## src/rtl/round_pkg.sv

```systemverilog
// Shared types and widths for the round_off arbitration slice between the
// regime/mantissa-extraction stages and the packing stage.
package round_pkg;

    localparam int MANT_IN_W       = 64;
    localparam int K_W             = 6;
    localparam int MANT_OUT_W      = 32;
    localparam int DEFAULT_N_REQ   = 4;
    localparam int DEFAULT_TIMEOUT = 16;

    typedef enum logic [1:0] {
        IDLE  = 2'd0,
        ISSUE = 2'd1,
        WAIT  = 2'd2,
        RESP  = 2'd3
    } state_t;

endpackage

```

## src/rtl/round_off_arbiter_rr_picker.sv

```systemverilog
// Combinational round-robin picker: first set request bit at or after ptr,
// wrapping modulo N_REQ (N_REQ need not be a power of two).
module rr_picker
    import round_pkg::*;
#(
    parameter int N_REQ = DEFAULT_N_REQ
) (
    input  logic [N_REQ-1:0]         req,
    input  logic [$clog2(N_REQ)-1:0] ptr,
    output logic                     any_req,
    output logic [N_REQ-1:0]         winner_onehot,
    output logic [$clog2(N_REQ)-1:0] winner_idx
);

    localparam int IDX_W = $clog2(N_REQ);

    logic [IDX_W:0]   pos;
    logic [IDX_W-1:0] cand;

    always_comb begin
        any_req       = |req;
        winner_idx    = '0;
        winner_onehot = '0;
        pos           = '0;
        cand          = '0;
        // Scan from the farthest offset back to ptr so the nearest requester is the last to win.
        for (int off = N_REQ - 1; off >= 0; off--) begin
            pos = {1'b0, ptr} + (IDX_W + 1)'(off);
            if (pos >= (IDX_W + 1)'(N_REQ)) begin
                pos = pos - (IDX_W + 1)'(N_REQ);
            end
            cand = pos[IDX_W-1:0];
            if (req[cand]) begin
                winner_idx          = cand;
                winner_onehot       = '0;
                winner_onehot[cand] = 1'b1;
            end
        end
    end

endmodule

```

## src/rtl/round_off_arbiter.sv

```systemverilog
// Shares one round_off rounding unit among N_REQ requesters with round-robin
// arbitration, a per-operation watchdog and a one-cycle ack per response.
module round_off_arbiter
    import round_pkg::*;
#(
    parameter int N_REQ   = DEFAULT_N_REQ,
    parameter int TIMEOUT = DEFAULT_TIMEOUT
) (
    input  logic                         clk,
    input  logic                         rst,
    input  logic [N_REQ-1:0]             req,
    input  logic [N_REQ*MANT_IN_W-1:0]   req_mant,
    input  logic [N_REQ*K_W-1:0]         req_k,
    output logic [N_REQ-1:0]             ack,
    output logic [MANT_OUT_W-1:0]        resp_mant,
    output logic                         resp_err,
    output logic [$clog2(N_REQ)-1:0]     grant_id,
    output logic                         busy,
    output logic                         ru_start,
    output logic [MANT_IN_W-1:0]         ru_shifted_mantissa,
    output logic [K_W-1:0]               ru_k_out,
    input  logic [MANT_OUT_W-1:0]        ru_mantissa_out,
    input  logic                         ru_done
);

    localparam int IDX_W   = $clog2(N_REQ);
    localparam int TIMER_W = (TIMEOUT > 1) ? $clog2(TIMEOUT) : 1;
    localparam logic [TIMER_W-1:0] TIMER_LAST = TIMER_W'(TIMEOUT - 1);
    localparam logic [IDX_W-1:0]   LAST_IDX   = IDX_W'(N_REQ - 1);

    function automatic logic [IDX_W-1:0] next_ptr(input logic [IDX_W-1:0] id);
        return (id == LAST_IDX) ? '0 : id + 1'b1;
    endfunction

    state_t               state;
    logic [IDX_W-1:0]     ptr;
    logic [TIMER_W-1:0]   timer;
    logic [N_REQ-1:0]     grant_onehot;

    logic                 any_req;
    logic [N_REQ-1:0]     win_onehot;
    logic [IDX_W-1:0]     win_idx;

    logic [MANT_IN_W-1:0] mant_slice [N_REQ];
    logic signed [K_W-1:0] k_slice   [N_REQ];

    for (genvar i = 0; i < N_REQ; i++) begin : g_slice
        assign mant_slice[i] = req_mant[i*MANT_IN_W +: MANT_IN_W];
        assign k_slice[i]    = req_k[i*K_W +: K_W];
    end

    rr_picker #(
        .N_REQ (N_REQ)
    ) u_picker (
        .req           (req),
        .ptr           (ptr),
        .any_req       (any_req),
        .winner_onehot (win_onehot),
        .winner_idx    (win_idx)
    );

    // Every output is a register; each is updated on entry to the state that owns it.
    always_ff @(posedge clk) begin
        if (rst) begin
            state               <= IDLE;
            ptr                 <= '0;
            timer               <= '0;
            grant_onehot        <= '0;
            grant_id            <= '0;
            ack                 <= '0;
            resp_mant           <= '0;
            resp_err            <= 1'b0;
            busy                <= 1'b0;
            ru_start            <= 1'b0;
            ru_shifted_mantissa <= '0;
            ru_k_out            <= '0;
        end else begin
            ru_start <= 1'b0;
            ack      <= '0;
            unique case (state)
                IDLE: begin
                    if (any_req) begin
                        ru_shifted_mantissa <= mant_slice[win_idx];
                        ru_k_out            <= k_slice[win_idx];
                        grant_id            <= win_idx;
                        grant_onehot        <= win_onehot;
                        ru_start            <= 1'b1;
                        busy                <= 1'b1;
                        state               <= ISSUE;
                    end
                end
                ISSUE: begin
                    timer <= '0;
                    state <= WAIT;
                end
                WAIT: begin
                    // A done on the final watchdog cycle still counts as success.
                    if (ru_done) begin
                        resp_mant <= ru_mantissa_out;
                        resp_err  <= 1'b0;
                        ack       <= grant_onehot;
                        state     <= RESP;
                    end else if (timer == TIMER_LAST) begin
                        resp_mant <= '0;
                        resp_err  <= 1'b1;
                        ack       <= grant_onehot;
                        state     <= RESP;
                    end else begin
                        timer <= timer + 1'b1;
                    end
                end
                RESP: begin
                    ptr   <= next_ptr(grant_id);
                    busy  <= 1'b0;
                    state <= IDLE;
                end
                default: begin
                    busy  <= 1'b0;
                    state <= IDLE;
                end
            endcase
        end
    end

endmodule

```

## config.mk

```make
export PLATFORM = sky130hd
export DESIGN_NAME = round_off_arbiter
export DESIGN_NICKNAME = d
export VERILOG_FILES = /design/src/rtl/round_pkg.sv /design/src/rtl/round_off_arbiter_rr_picker.sv /design/src/rtl/round_off_arbiter.sv
export SDC_FILE = /design/constraint.sdc
export NUM_CORES = 1
export LEC_CHECK = 0
export ABC_AREA = 1
export CAP_MARGIN = 20
export CORE_AREA = 2 2 168 170
export CTS_CLUSTER_SIZE = 24
export DETAILED_ROUTE_END_ITERATION = 8
export DIE_AREA = 0 0 170 172
export PLACE_DENSITY_LB_ADDON = 0.15
export SLEW_MARGIN = 20
export SYNTH_ARGS = -nofsm -noshare
export SYNTH_HDL_FRONTEND = slang
export SYNTH_SLANG_ARGS = --single-unit
```

## constraint.sdc

```tcl
create_clock -name clk -period 3 [get_ports clk]
set_input_delay 0.45 -clock clk [delete_from_list [all_inputs] [get_ports clk]]
set_output_delay 0.45 -clock clk [all_outputs]
set_load 0.005 [all_outputs]
```

Word level (Yosys, flattened, before mapping). Cells that the tools add are included.

Bits of input ports: 319. Register bits: 123. Output and inout port bits: 111. Logic and storage cells: 113.

Eq/ne operators: 9. Add/subtract/negate cells: 9. Bitwise logic cells: 3. Muxes and demuxes: 51. $lt $le $gt $ge: 13. Reductions and logical operators: 16.

Operators by type and width (count): binary-select mux 64 bit (select 2 bit) (1); two-way mux 64 bit (2); two-way mux 32 bit (2); two-way mux 4 bit (8); two-way mux 2 bit (12); binary-select mux 6 bit (select 2 bit) (1); greater-or-equal comparator 3 bit, second input constant (4); less-than comparator 2 x 3 -> 1 bit, second input constant (4); two-way mux 1 bit (12); two-way mux 6 bit (2); binary-select mux 1 bit (select 2 bit) (4); demux 1 bit (select 2 bit) (4); greater-or-equal comparator 2 x 1 -> 1 bit, second input constant (4); one-hot mux 2 bit (4 select lines) (1); one-hot mux 4 bit (2 select lines) (1); AND reduction 2 bit (4); subtractor 2 x 1 -> 2 bit, second input constant (4); adder 2 x 2 -> 3 bit, second input constant (2); == test 2 bit, second input constant (3); inequality test 2 bit, second input constant (3); nonzero test 2 bit (3); adder 4 x 1 -> 4 bit, second input constant (1); == test 4 bit, second input constant (1); logical AND 1 bit (4); other kinds (12) (14).

Longest topological paths before layout.
Word-level depth: 13. Mapped depth: 18. Gate-level depth less buffers: 15.

Modules after synthesis. A second synthesis with hierarchy kept.

Cell total of the unflattened synthesis: 1231. Area total of the unflattened synthesis: 7399.6 um^2.

Modules (own cells, without submodules): round_off_arbiter (cells each 1147, instances 1, area an instance 6932.9 um^2, seq. area each 2462.4 um^2); rr_picker (cells each 84, instances 1, area an instance 466.7 um^2, seq. area each 0.0 um^2).

Worst setup path before layout. No wires, ideal clock.

Path kind: reg2reg. Start point: reg ptr[0]. End point: reg ru_k_out[5]. Period minus slack after synthesis: 2.203 ns. Slack: 0.797 ns. Arrival time: 2.094 ns. Data required time: 2.891 ns. Cell stages (with the launch flop): 18. Setup time: 0.109 ns. Buffers on the path: 3. Path through: dfxtp_1 buf_6 inv_4 ha_1 inv_1 nand3_1 nand2_2 inv_4 nand2_4 nand2_1 nand2_4 buf_4 buf_2 nand3b_1 nand3_1 nand3_1 nand2_1 inv_1.

Longest elaborated chain between the ends: 13. Elaborated cells between the ends (all ways): 31. Classes of those cells: 7 x add/sub; 4 x order compare; 19 x mux; 1 x bitwise.

Ends and longest elaborated chain: start, declared (line round_off_arbiter.sv:36) `logic [IDX_W-1:0] ptr;`; start signal, assigned (line round_off_arbiter.sv:113) `ptr <= next_ptr(grant_id);`; adder 2 x 2 -> 3 bit (line round_off_arbiter_rr_picker.sv:28) `pos = {1'b0, ptr} + (IDX_W + 1)'(off);`; greater-or-equal comparator 3 bit or subtractor 2 x 1 -> 2 bit (tied branches) (line round_off_arbiter_rr_picker.sv:29, round_off_arbiter_rr_picker.sv:30); two-way mux 2 bit (line round_off_arbiter_rr_picker.sv:29) `if (pos >= (IDX_W + 1)'(N_REQ)) begin`; binary-select mux 1 bit (select 2 bit) (line round_off_arbiter_rr_picker.sv:33) `if (req[cand]) begin`; two-way mux 1 bit (not written as such) (line round_off_arbiter_rr_picker.sv:33); two-way mux 2 bit (3 in a row) (line round_off_arbiter_rr_picker.sv:33); two-way mux 2 bit (*) (line round_off_arbiter_rr_picker.sv:33); NOT 2 -> 3 bit (not written as such) (*) (line round_off_arbiter.sv:84) `ru_k_out <= k_slice[win_idx];`; binary-select mux 6 bit (select 2 bit) (*) (line round_off_arbiter.sv:84); two-way mux 6 bit (not written as such) (*) (2 in a row) (line round_off_arbiter.sv:84); end signal, assigned (line round_off_arbiter.sv:84); end, declared (line round_off_arbiter.sv:21) `output logic [K_W-1:0] ru_k_out,`.

Mark *: on every way between the ends. The rest lies on a longest branch, timed or not. The select of a mux whose other input is x is not followed. A chain may end at the register's enable or synchronous reset.

Final worst setup path.
Start point: reg ptr[1]. End point: reg ru_shifted_mantissa[54].

Longest elaborated chain between the ends: 13. Elaborated cells between the ends (all ways): 31. Classes of those cells: 7 x add/sub; 4 x order compare; 19 x mux; 1 x bitwise.

Ends and longest elaborated chain: adder 2 x 2 -> 3 bit (line round_off_arbiter_rr_picker.sv:28); greater-or-equal comparator 3 bit or subtractor 2 x 1 -> 2 bit (tied branches) (line round_off_arbiter_rr_picker.sv:29, round_off_arbiter_rr_picker.sv:30); two-way mux 2 bit (line round_off_arbiter_rr_picker.sv:29); binary-select mux 1 bit (select 2 bit) (line round_off_arbiter_rr_picker.sv:33); two-way mux 1 bit (not written as such) (line round_off_arbiter_rr_picker.sv:33); two-way mux 2 bit (3 in a row) (line round_off_arbiter_rr_picker.sv:33); two-way mux 2 bit (*) (line round_off_arbiter_rr_picker.sv:33); NOT 2 -> 3 bit (not written as such) (*) (line round_off_arbiter.sv:83) `ru_shifted_mantissa <= mant_slice[win_idx];`; binary-select mux 64 bit (select 2 bit) (*) (line round_off_arbiter.sv:83); two-way mux 64 bit (not written as such) (*) (2 in a row) (line round_off_arbiter.sv:83); end signal, assigned (line round_off_arbiter.sv:83); end, declared (line round_off_arbiter.sv:20) `output logic [MANT_IN_W-1:0] ru_shifted_mantissa,`.

Marked as above.

==> impl_metrics.json <==
{
  "status": "finished, final reports clean",
  "p_leak_nw": 6.527,
  "clock_skew_ps": 12.24,
  "first_iter_violations": 541,
  "ys_types": 31,
  "syn_inst": 1394,
  "area_delta_synth_final_pct": 62.43,
  "ff2ff_setup_slack_ps": 460,
  "cts_sinks": 123,
  "maxCapViolCount": 0,
  "grt_pass1_vias": 9395,
  "worstSetupPathType": "flop to flop",
  "finalHoldViolCount": 0,
  "via_per_inst": 4.657,
  "peakVddDrop_mv": 0.5137,
  "clock_path_buffers": 2,
  "core-area_mm2": 0.02748,
  "grt_setup_unrepaired": "no",
  "total_power_mw": 10.81,
  "io_buffers": 429,
  "syn_nets": 1728,
  "gp_congestion": 0.9141,
  "ys_seq_area_share_pct": 29.75,
  "startpoint_type": "flop",
  "maxSlewViolCount": 0,
  "dieHeight_um": 172,
  "post-cts-setup-buffers": 0,
  "reg2reg_depth": 15,
  "gr-usage-all-layers_pct": 21.93,
  "syn_area_per_cell_um2": 5.937,
  "cts_max_level": 4,
  "slew_headroom_pct": 53.13,
  "cp.arrival_ps": 2860,
  "hp-start": "rst",
  "numCtsBuffers": 17,
  "io_pins": 430,
  "netSwitchingFraction_pct": 42.49,
  "post-dp-hpwl_um": 24520,
  "drc": 0,
  "hold_ws_ps": 342.9,
  "crit_path_start": "ptr[1]$_SDFFE_PP0P_",
  "cts_tree": "built",
  "reg2reg_to": "ru_shifted_mantissa[54]$_SDFFE_PP0P_",
  "clockRootBuffer": "clkbuf_16",
  "pre_cts_ws_ps": 330.1,
  "clkPwrFrac_pct": 20.5,
  "worst_pin_slew_ps": 703.1,
  "wl_um": 33100,
  "dieArea_mm2": 0.02924,
  "worst_slack_ps": 463.4,
  "antenna_cells": 0,
  "yosys_register_bits": 123,
  "tns_ps": 0,
  "clock_latency_ps": 420,
  "pwr-share-comb_pct": 55.9,
  "hold_path_class": "input port to flop",
  "seqPwrFrac_pct": 23.6,
  "rows": 61,
  "routedWlPerCell_um": 15.51,
  "p_per_area_mw_per_mm2": 804.4,
  "worstPathRequired_ps": 3330,
  "grt_pass1_wl_um": 49940,
  "crit_fanout": 48,
  "setup_viol": 0,
  "utilization_pct": 48.93,
  "nets": 2109,
  "clkSlewWorstSetupHoldPaths_ps": 70,
  "final_antenna_net_count": 0,
  "synth_area_mm2": 0.008277,
  "firstDrtPassIters": 5,
  "antenna_found_initial": 0,
  "holdPathStages": 2,
  "grt_max_degree": 114,
  "r2r-start": "ptr[1]$_SDFFE_PP0P_",
  "switching_power_mw": 4.595,
  "initial_core_util_pct": 30.12,
  "critPathCaptureType": "flop",
  "grt_overflow": 0,
  "drive_gt1_share_pct": 4.418,
  "ctsHoldBuffers": 0,
  "holdPathEnd": "resp_mant[29]$_SDFFE_PP0P_",
  "via_count": 9939,
  "ys_warn_count": 0,
  "fmax_mhz": 394.2,
  "min_period_ps": 2537,
  "post-route-period-util_pct": 84.55,
  "p_int_mw": 6.219,
  "ctsResizeCount": 0,
  "die_w_um": 170
}
## metrics by stage
| step | instances | instance area, um2 |
|---|---|---|
| after floorplan | 1394 | 8277 |
| after global placement | 2102 | 12830 |
| after detailed placement | 2102 | 12830 |
| after CTS | 2134 | 13440 |
| after global routing | 2134 | 13440 |
| final | 2134 | 13440 |
## placed cells by master, fill, tap and decap left out, types with 5 or more instances in the layout
| cell | count |
|---|---|
| clkdlybuf4s50_1 | 428 |
| nand2_1 | 334 |
| inv_1 | 266 |
| nand3_1 | 248 |
| nor2_1 | 127 |
| dfxtp_1 | 123 |
| nand3b_1 | 70 |
| a21oi_1 | 47 |
| buf_4 | 22 |
| o211ai_1 | 17 |
| clkbuf_16 | 17 |
| ha_1 | 15 |
| o21ai_0 | 12 |
| or2_1 | 10 |
| or2_2 | 5 |
## power by group through the flow
stage / combinational (mW) / clock, mW / sequential [mW]
floorplan: 3.50 / 0 / 2.58
global placement: 6.04 / 0 / 2.57
detailed placement: 6.08 / 0 / 2.58
CTS: 6.11 / 2.28 / 2.56
global route: 6.76 / 2.34 / 2.62
finish: 6.05 / 2.21 / 2.55
## layout make-up
cell class	count	area, um2
timing repair buffer	454	4529
clock inverter	15	188.9
clock buffer	17	425.4
sequential	123	2462
multi-input combinational	909	4387
tap	346	432.9
inverter	270	1018
fill	2825	14030
## worst max-delay path by stage
stage	to	depth (start not counted)
3_3_place_gp	ru_shifted_mantissa[30]$_SDFFE_PP0P_	15
5_1_grt	ru_shifted_mantissa[53]$_SDFFE_PP0P_	15
6_report	ru_shifted_mantissa[54]$_SDFFE_PP0P_	15
3_5_place_dp	ru_shifted_mantissa[54]$_SDFFE_PP0P_	15
2_1_floorplan	ru_k_out[5]$_SDFFE_PP0P_	17
4_1_cts	ru_shifted_mantissa[53]$_SDFFE_PP0P_	15
## critical path: stages (launching register included)
cell and delay, ps:
dfxtp_1 310, inv_1 210, ha_1 320, inv_1 90, nand3_1 130, nand2_2 100
inv_4 60, nand2_4 70, nand2_1 90, nand2_4 100, buf_4 450, nand3_1 180
nand3_1 130, nand3_1 70, nand2_1 80, inv_1 40
## sequential cells by signal (all words and copies together), names as in the netlist
| signal | flops |
|---|---|
| grant_id | 2 |
| resp_err | 1 |
| resp_mant | 32 |
| ru_shifted_mantissa | 64 |
| ru_k_out | 6 |
| state | 2 |
| grant_onehot | 4 |
| ack | 4 |
| ptr | 2 |
| ru_start | 1 |
| busy | 1 |
| timer | 4 |
## routing by layer
layer	up-vias	wire length, um	share of wire, %	global-route usage (%)
li1	5049	-	-	-
met1	4435	13120	40	25.08
met2	388	15890	48	37.69
met3	67	2833	8.6	6.844
met4	0	1260	3.8	9.773
met5	-	0	0	0
## Yosys cell counts
library cell	number	area, um2
nand2_1	334	1254
inv_1	266	998.5
nand3_1	248	1241
nor2_1	128	480.5
dfxtp_1	123	2462
nand3b_1	70	525.5
a21oi_1	47	235.2
clkbuf_1	42	157.7
buf_2	34	170.2
o211ai_1	17	127.6
ha_1	15	187.7
o21ai_0	12	60.06
or2_1	10	62.56
buf_1	9	33.78
buf_4	5	37.54
or2_2	5	31.28
nand2_2	4	25.02
o22ai_1	4	25.02
nand2_4	3	33.78
nor2_2	3	18.77
buf_6	2	22.52
inv_2	2	7.510
inv_4	2	12.51
nand4_1	2	12.51
a211oi_1	1	7.510
and3_1	1	6.260
nor2_4	1	11.26
nor3_1	1	5.000
nor4_1	1	6.260
o211a_1	1	10.01
o31ai_1	1	7.510
## kinds of logic (layout without fill, tap and decap cells)
logic type	count (synthesis)	after routing	synth area share, %
DFF	123	123	29.75
AOI/OAI and AO/OA	83	83	5.714
buffers and inverters	362	756	17.40
and+or+nand+nor	811	811	44.87
adders and majority gates	15	15	2.268
(Power assumes the default switching activity.)
